File: src/rtl/h1_delta.sv
// h1_delta: sigmoid backward-path gradient, delta = e * y * (1 - y), IEEE-754 single,
// one shared truncating multiplier. Define H1_DELTA_LR_EN to add a final scale by LR.
module h1_delta #(
    parameter logic [31:0] LR = 32'h3DCCCCCD
) (
    input  logic        clk,
    input  logic        rst,
    input  logic        start,
    input  logic [31:0] act,
    input  logic [31:0] err,
    output logic        busy,
    output logic        done,
    output logic [31:0] delta
);

    localparam int unsigned W    = 32;
    localparam int unsigned MW   = 24;
    localparam int unsigned PW   = 2 * MW;
    localparam int unsigned EXPW = 10;

    typedef enum logic [2:0] {
        S_IDLE = 3'd0,
        S_SUB  = 3'd1,
        S_MUL1 = 3'd2,
        S_MUL2 = 3'd3,
`ifdef H1_DELTA_LR_EN
        S_MUL3 = 3'd4,
`endif
        S_DONE = 3'd5
    } state_t;

    state_t          state_q, state_d;
    logic [W-1:0]    act_q, act_d;
    logic [W-1:0]    err_q, err_d;
    logic [W-1:0]    acc_q, acc_d;
    logic [W-1:0]    delta_q, delta_d;
    logic            done_q, done_d;
    logic            busy_q, busy_d;

    logic [W-1:0]    mul_a_c, mul_b_c, mul_res_c;
    logic [PW-1:0]   mul_prod_c;
    logic [EXPW-1:0] mul_exp_c;
    logic [22:0]     mul_frac_c;
    logic            mul_sign_c;

    logic [MW-1:0]   om_shift_c, om_diff_c;
    logic [4:0]      om_lz_c;
    logic [W-1:0]    om_res_c;
    logic            clamp_c;
    logic            accept_c;

    // Shared multiplier operand select; LR is the operand for the optional scale step
    always_comb begin
        mul_a_c = acc_q;
        mul_b_c = LR;
        case (state_q)
            S_MUL1: begin
                mul_a_c = act_q;
                mul_b_c = acc_q;
            end
            S_MUL2:  mul_b_c = err_q;
            default: ;
        endcase
    end

    // Truncating FP multiply; exponent kept biased by +127 to stay unsigned
    always_comb begin
        mul_sign_c = mul_a_c[31] ^ mul_b_c[31];
        mul_prod_c = PW'({1'b1, mul_a_c[22:0]}) * PW'({1'b1, mul_b_c[22:0]});
        mul_exp_c  = EXPW'(mul_a_c[30:23]) + EXPW'(mul_b_c[30:23]) + EXPW'(mul_prod_c[PW-1]);
        mul_frac_c = mul_prod_c[PW-1] ? 23'(mul_prod_c >> 24) : 23'(mul_prod_c >> 23);
        if ((mul_a_c[30:23] == 8'd0) || (mul_b_c[30:23] == 8'd0) || (mul_exp_c <= EXPW'(127))) begin
            mul_res_c = {mul_sign_c, 31'd0};
        end else if (mul_exp_c >= EXPW'(382)) begin
            mul_res_c = {mul_sign_c, 31'h7F7FFFFF};
        end else begin
            mul_res_c = {mul_sign_c, 8'(mul_exp_c - EXPW'(127)), mul_frac_c};
        end
    end

    // 1.0 - y by aligning y's mantissa to the 2^0 position, then renormalising
    always_comb begin
        om_shift_c = {1'b1, act_q[22:0]} >> (8'd127 - act_q[30:23]);
        om_diff_c  = 24'h800000 - om_shift_c;
        om_lz_c    = 5'd0;
        for (int i = 0; i < MW; i++) begin
            if (om_diff_c[i]) om_lz_c = 5'(23 - i);
        end
        if (act_q[30:23] >= 8'd127) begin
            om_res_c = '0;
        end else begin
            om_res_c = {1'b0, 8'd127 - 8'(om_lz_c), 23'(om_diff_c << om_lz_c)};
        end
    end

    assign clamp_c  = act_q[31] || (act_q[30:23] == 8'd0) || (act_q[30:23] >= 8'd127);
    assign accept_c = start && ((state_q == S_IDLE) || (state_q == S_DONE));

    // Next-state and datapath sequencing
    always_comb begin
        state_d = state_q;
        act_d   = act_q;
        err_d   = err_q;
        acc_d   = acc_q;
        delta_d = delta_q;
        done_d  = 1'b0;
        case (state_q)
            S_IDLE: ;
            S_SUB: begin
                acc_d   = om_res_c;
                state_d = S_MUL1;
            end
            S_MUL1: begin
                acc_d   = mul_res_c;
                state_d = S_MUL2;
            end
            S_MUL2: begin
                acc_d   = mul_res_c;
`ifdef H1_DELTA_LR_EN
                state_d = S_MUL3;
`else
                state_d = S_DONE;
`endif
            end
`ifdef H1_DELTA_LR_EN
            S_MUL3: begin
                acc_d   = mul_res_c;
                state_d = S_DONE;
            end
`endif
            S_DONE: begin
                delta_d = clamp_c ? '0 : acc_q;
                done_d  = 1'b1;
                state_d = S_IDLE;
            end
            default: state_d = S_IDLE;
        endcase
        if (accept_c) begin
            act_d   = act;
            err_d   = err;
            state_d = S_SUB;
        end
        busy_d = (state_d != S_IDLE) && (state_d != S_DONE);
    end

    always_ff @(posedge clk) begin
        if (rst) begin
            state_q <= S_IDLE;
            act_q   <= '0;
            err_q   <= '0;
            acc_q   <= '0;
            delta_q <= '0;
            done_q  <= 1'b0;
            busy_q  <= 1'b0;
        end else begin
            state_q <= state_d;
            act_q   <= act_d;
            err_q   <= err_d;
            acc_q   <= acc_d;
            delta_q <= delta_d;
            done_q  <= done_d;
            busy_q  <= busy_d;
        end
    end

    assign busy  = busy_q;
    assign done  = done_q;
    assign delta = delta_q;

endmodule

File: config.mk
export PLATFORM = sky130hd
export DESIGN_NAME = h1_delta
export DESIGN_NICKNAME = d
export VERILOG_FILES = /design/src/rtl/h1_delta.sv
export SDC_FILE = /design/constraint.sdc
export NUM_CORES = 2
export LEC_CHECK = 0
export CORE_UTILIZATION = 53
export CTS_CLUSTER_SIZE = 30
export DETAILED_ROUTE_END_ITERATION = 7
export PLACE_DENSITY_LB_ADDON = 0.3
export SLEW_MARGIN = 5
export SYNTH_ARGS = -nofsm -noshare
export SYNTH_HDL_FRONTEND = slang
export SYNTH_SLANG_ARGS = --single-unit
export TNS_END_PERCENT = 20
File: constraint.sdc
create_clock -name clk -period 35 [get_ports clk]
set_input_delay 5.25 -clock clk [delete_from_list [all_inputs] [get_ports clk]]
set_output_delay 5.25 -clock clk [all_outputs]
set_load 0.01 [all_outputs]
Word level (Yosys, flattened, before mapping)

Index checks and enable logic that the tools add are counted.

Shift-type cells: 2
Reduce and logical (&&, ||, !) cells: 14
Mux-type cells: 35
Equal/unequal tests: 5
$add $sub $neg: 6
Bitwise logic cells: 1
$mul: 1
$lt $le $gt $ge: 3

Operator list:

| kind                                                               | count |
|---|---|
| one-hot mux 32 bit (2 select lines)                                | 2 |
| two-way mux 5 bit                                                  | 24 |
| two-way mux 31 bit                                                 | 3 |
| two-way mux 32 bit                                                 | 2 |
| multiplier 24 x 24 -> 48 bit                                       | 1 |
| logical NOT 8 bit                                                  | 3 |
| << shifter 24 x 5 -> 23 bit                                        | 1 |
| right shift 24 x 8 -> 24 bit                                       | 1 |
| subtractor 24 bit, first input constant                            | 1 |
| two-way mux 23 bit                                                 | 1 |
| one-hot mux 3 bit (4 select lines)                                 | 1 |
| adder 9 x 1 -> 10 bit                                              | 1 |
| greater-or-equal comparator 10 x 9 -> 1 bit, second input constant | 1 |
| less-or-equal comparator 10 x 7 -> 1 bit, second input constant    | 1 |
| adder 8 x 8 -> 9 bit                                               | 1 |
| greater-or-equal comparator 8 x 7 -> 1 bit, second input constant  | 1 |
| subtractor 7 x 5 -> 8 bit, first input constant                    | 1 |
| subtractor 7 x 8 -> 8 bit, first input constant                    | 1 |
| subtractor 8 x 7 -> 8 bit, second input constant                   | 1 |
| == test 3 x 2 -> 1 bit, second input constant                      | 2 |
| logical OR 1 bit                                                   | 5 |
| == test 3 x 1 -> 1 bit, second input constant                      | 1 |
| == test 3 bit, second input constant                               | 1 |
| logical NOT 3 bit                                                  | 1 |
| other kinds (8)                                                    | 9 |

Logic and storage cells: 74
Register bits after elaboration: 133
Input bits: 67

Logic depth before layout (Yosys ltp)

Depth after elaboration: 30
Mapped depth: 53
Gate-level depth less buffers: 45

Least setup slack after synthesis

OpenSTA, ideal clock, no wires.

Path type: reg2reg
Start point: register state_q[0]
End point: register acc_q[19]
Data arrival time: 11609 ps
Stages on the path, launching flop included: 51
Library setup time: 135 ps
Path buffers: 8
Path slack: 23256 ps
Period minus slack after synthesis: 11744 ps
Cells stage by stage: dfxtp_1 -> clkbuf_1 -> buf_1 -> clkbuf_1 -> clkbuf_1 -> mux2_2 -> nand2_1 -> clkbuf_1 -> nor2_1 -> fa_1 -> fa_1 -> inv_1 -> fa_1 -> inv_1 -> fa_1 -> inv_1 -> fa_1 -> inv_1 -> [15 not listed] -> buf_2 -> inv_1 -> buf_2 -> buf_2 -> fa_1 -> fa_1 -> a21oi_1 -> nor2_1 -> nor2_1 -> o21bai_1 -> a21oi_1 -> xnor2_1 -> and2_1 -> o21a_1 -> o21ai_0 -> a21oi_1 -> a2111oi_0 -> nor4_1

Cells in the longest elaborated chain, start to end: 8
Elaborated cells on any way between the ends: 20
Those cells by class: add/sub: 2; mul: 1; order compare: 2; eq/ne: 3; mux: 6; reduce/logical: 6

RTL lines:

| item                                                                                                    | line    | text |
|---|---|---|
| from (decl)                                                                                             | 32      | `state_t state_q, state_d;` |
| from (signal assigned)                                                                                  | 156     | `state_q <= state_d;` |
| == test 3 x 2 -> 1 bit                                                                                  | 56, 107 |  |
| one-hot mux 32 bit (2 select lines) or two-way mux 32 bit (tied branches)                               | 56      | `case (state_q)` |
| multiplier 24 x 24 -> 48 bit or adder 8 x 8 -> 9 bit (tied branches)                                    | 69, 70  |  |
| adder 9 x 1 -> 10 bit                                                                                   | 70      | `mul_exp_c = EXPW'(mul_a_c[30:23]) + EXPW'(mul_b_c[30:23]) + EXPW'(mul_prod_c[PW-1]);` |
| greater-or-equal comparator 10 x 9 -> 1 bit or less-or-equal comparator 10 x 7 -> 1 bit (tied branches) | 74, 72  |  |
| two-way mux 31 bit or logical OR 1 bit (tied branches)                                                  | 74, 72  |  |
| two-way mux 31 bit                                                                                      | 72      | `if ((mul_a_c[30:23] == 8'd0) \|\| (mul_b_c[30:23] == 8'd0) \|\| (mul_exp_c <= EXPW'(127))) begin` |
| one-hot mux 32 bit (2 select lines)                                                                     | 107     | `case (state_q)` |
| to (signal assigned)                                                                                    | 151     | `acc_q <= '0;` |
| to (signal assigned)                                                                                    | 159     | `acc_q <= acc_d;` |
| to (decl)                                                                                               | 35      | `logic [W-1:0] acc_q, acc_d;` |

Several ways; a longest one is shown, not always the timed one.
A chain may end at the register's enable or synchronous reset.

Worst setup path after layout

Ends and elaborated chain as after synthesis.

==> metrics.txt <==
status complete, no violations; Reg2Reg Setup Slack between 20 and 25 ns; io pins just over 100; postcts setup bufs 0; synth top area cells fa_1, dfxtp_1, ha_1; FFs w/ async S/R, synth 0; nets@finish between 4,000 and 5,000; Critical path buffers and inverters 8; Syn Area/Cell 8.251 sq um; Area growth, synth to finish 7.130%; ant diodes 0; clock-pin slew on the worst setup and hold paths ~0.060 ns; pin count of the biggest net entering global routing 74; Pins Over Slew Limit 0; library cells used by synthesis 100; number of synthesized register bits about 130; total iterations of the first detailed-routing run 6; detailed placement HPWL 69,500 um; Net Count, Synth slightly above 4,000; final setup fails 0; chip height approximately 230 um; DR vias roughly 24,000; type of the worst min-delay path reg2reg; Seq/Total Area, Yosys 0.09567; layout cell share with drive strength beyond 1 0.05340; grt total ovfl 0; worst-path maximum fanout 30; Crit path top cell by count fa_1; CTS sink cnt 133; period utilization 0.4167; GRT busiest layer met2; vias in the first global route ~24,000; Hold Buf Count CTS 0; Synth top area share 0.3474; Antenna Violating Nets Remaining 0; placed insts approximately 4,000; worst slew pin tran 1.233 ns; max cap viols 0; count of input and output buffers 100; Yosys warnings 0; Fill cells 4,683; CP max stage delay 0.68 ns; Hold Fails Final Rpt 0; critical path capture point type flip-flop; maximum clock frequency 68.57 MHz; RD Place Congestion around 1.0; DR WL/cell between 20 and 25 um; CTS buffer count 17; top_reg_cell synth dfxtp_1; GR met1 Demand/Resource 0.4870; DIE WIDTH approximately 230 um; clk buf depth 2; Initial Util 0.5392; number of synthesized flops with an enable pin 0; minimum clock period ~15 ns; critical path arrival 14.87 ns; CP max stage cell a211o_1; CP top delay family adder cells; initial antenna violation count 0; fin cells ~4,000; Clock Skews approximately 0.0098 ns; Setup WS pre-CTS about 21 ns; synthesized instance count 3,373; CTS-repair resized insts 0; met2 Use GR 0.4983; CTS tree built; Final WS setup ~20 ns; Critical Path RT ~35 ns; CP startpoint kind flip-flop; vias per std cell 6.037; Relative slew margins 0.1759; root buffer cell clkbuf_16; die footprint between 0.05 and 0.06 sq mm; H-tree depth 4; RSZ-0062 raised after global routing false; Tot GR Track Use 0.3401; Synth Cell Area between 0.02 and 0.03 sq mm; final wirelength ~88,000 um; Setup CP Type reg2reg; Final Util 0.5777; drt initial violations around 2,800; first-pass GRT wire length around 140,000 um; Core ar. 0.05161 sq mm; Synth area leader fa_1; DRC violation count after routing 0; grt met3 use 0.09178; final setup TNS 0 ns; Clock Latency Late Sink around 0.44 ns; # rows 83
## cell usage after synthesis, types with 18 or more instances
library cell  number
o22ai_1           22
and2_1            28
xnor2_1           44
a22oi_1           40
dfxtp_1          133
clkbuf_1         152
ha_1             181
a21oi_1          142
nand2_1          510
buf_1             18
fa_1             483
inv_1            563
o21ai_0           67
nand3_1           37
nor2_1           368
a211oi_1          21
mux2_2            37
mux2i_1           79
nand2b_1          19
nor3_1            34
## metrics by stage
step | hold WS (ns) | area [sq um]
final | 0.4540 | 29820
after global routing | 0.4789 | 29820
after CTS | 0.4559 | 29820
after detailed placement | 0.4479 | 29180
after global placement | 0.4450 | 29180
after floorplan | 0.4329 | 27830
## kinds of logic (layout without fill, tap and decap cells)
logic type | Yosys count | in the layout | share of synthesized area
flip-flops | 133 | 133 | 0.09567
buffers and inverters | 779 | 758 | 0.1088
AO/OA/AOI/OAI | 499 | 499 | 0.1223
XOR/XNOR | 60 | 60 | 0.01915
adder cells (fa/ha/maj) | 665 | 665 | 0.4291
multiplexers | 129 | 129 | 0.05323
AND/OR/NAND/NOR | 1108 | 1108 | 0.1717
## registers in the layout, indices dropped and copies added, names as in the netlist
| signal | flops |
|---|---|
| done | 1 |
| acc_q | 32 |
| err_q | 32 |
| state_q | 3 |
| busy | 1 |
| act_q | 32 |
| delta | 32 |
## cells in the final DEF, fill, tap and decap left out, types with 8 or more instances in the layout
cell             Yosys  routed
o21ai_1              9       9
nand3b_1             9       9
mux2_2              37      37
or3_1                8       8
nand2b_1            19      19
nor3_1              34      34
dfxtp_1            133     131
nand2_1            510     510
nand3_1             37      37
a21oi_1            142     142
a221oi_1             8       8
o21ai_0             67      67
xnor2_1             44      44
and3_1              13      13
o22ai_1             22      22
o21bai_1            11      11
nor4_1              11      11
a211oi_1            21      21
a22oi_1             40      40
mux2i_1             79      79
a31oi_1             15      15
ha_1               181     181
nor2_1             368     367
a21o_1              16      16
clkdlybuf4s50_1      0      99
and2_1              28      28
nand4_1             15      15
o221a_2              8       8
inv_1              563     563
o21a_1              16      16
mux4_2              11      11
buf_4                3      45
o211ai_1            15      15
clkbuf_16            0      17
fa_1               483     483
o221ai_1            11      11
a311oi_1            12      12
clkinv_1            15      15
xor2_1              15      15
## path summary, 6_finish.rpt
check	start	cells past startpoint	to
max reg2reg	state_q[0]	43	acc_q[19]
min reg2reg	err_q[19]	2	err_q[19]
min	err_q[19]	2	err_q[19]
max	state_q[0]	43	acc_q[19]
## final cells by class
type / instances / area [sq um] / share of cell area
inverter: 582 / 2185 / 0.07327
multi-input combinational: 2461 / 22150 / 0.7430
sequential: 133 / 2665 / 0.08938
tap: 680 / 850.8 / 0.02854
clock inverter: 11 / 173.9 / 0.005833
clock buffer: 21 / 460.4 / 0.01544
timing repair buffer: 144 / 1329 / 0.04457
## per-layer routing
layer | vias up | routed length, um
met5 | - | 0
met4 | 0 | 2907
met3 | 202 | 11060
met2 | 1470 | 37740
met1 | 11970 | 36530
li1 | 10700 | -
## worst reg2reg max path, delay by kind of cell (launching register included)
| kind | cells | cell delay [ns] |
|---|---|---|
| adder cells (fa/ha/maj) | 10 | 4.78 |
| AO/OA/AOI/OAI | 15 | 4.77 |
| flip-flops | 1 | 0.56 |
| AND/OR/NAND/NOR | 8 | 1.68 |
| multiplexers | 1 | 0.43 |
| buffers and inverters | 8 | 2.11 |
| XOR/XNOR | 1 | 0.12 |
Power is not shown: default switching activity piles up to over one toggle a cycle in this logic, so the estimate is an artifact.
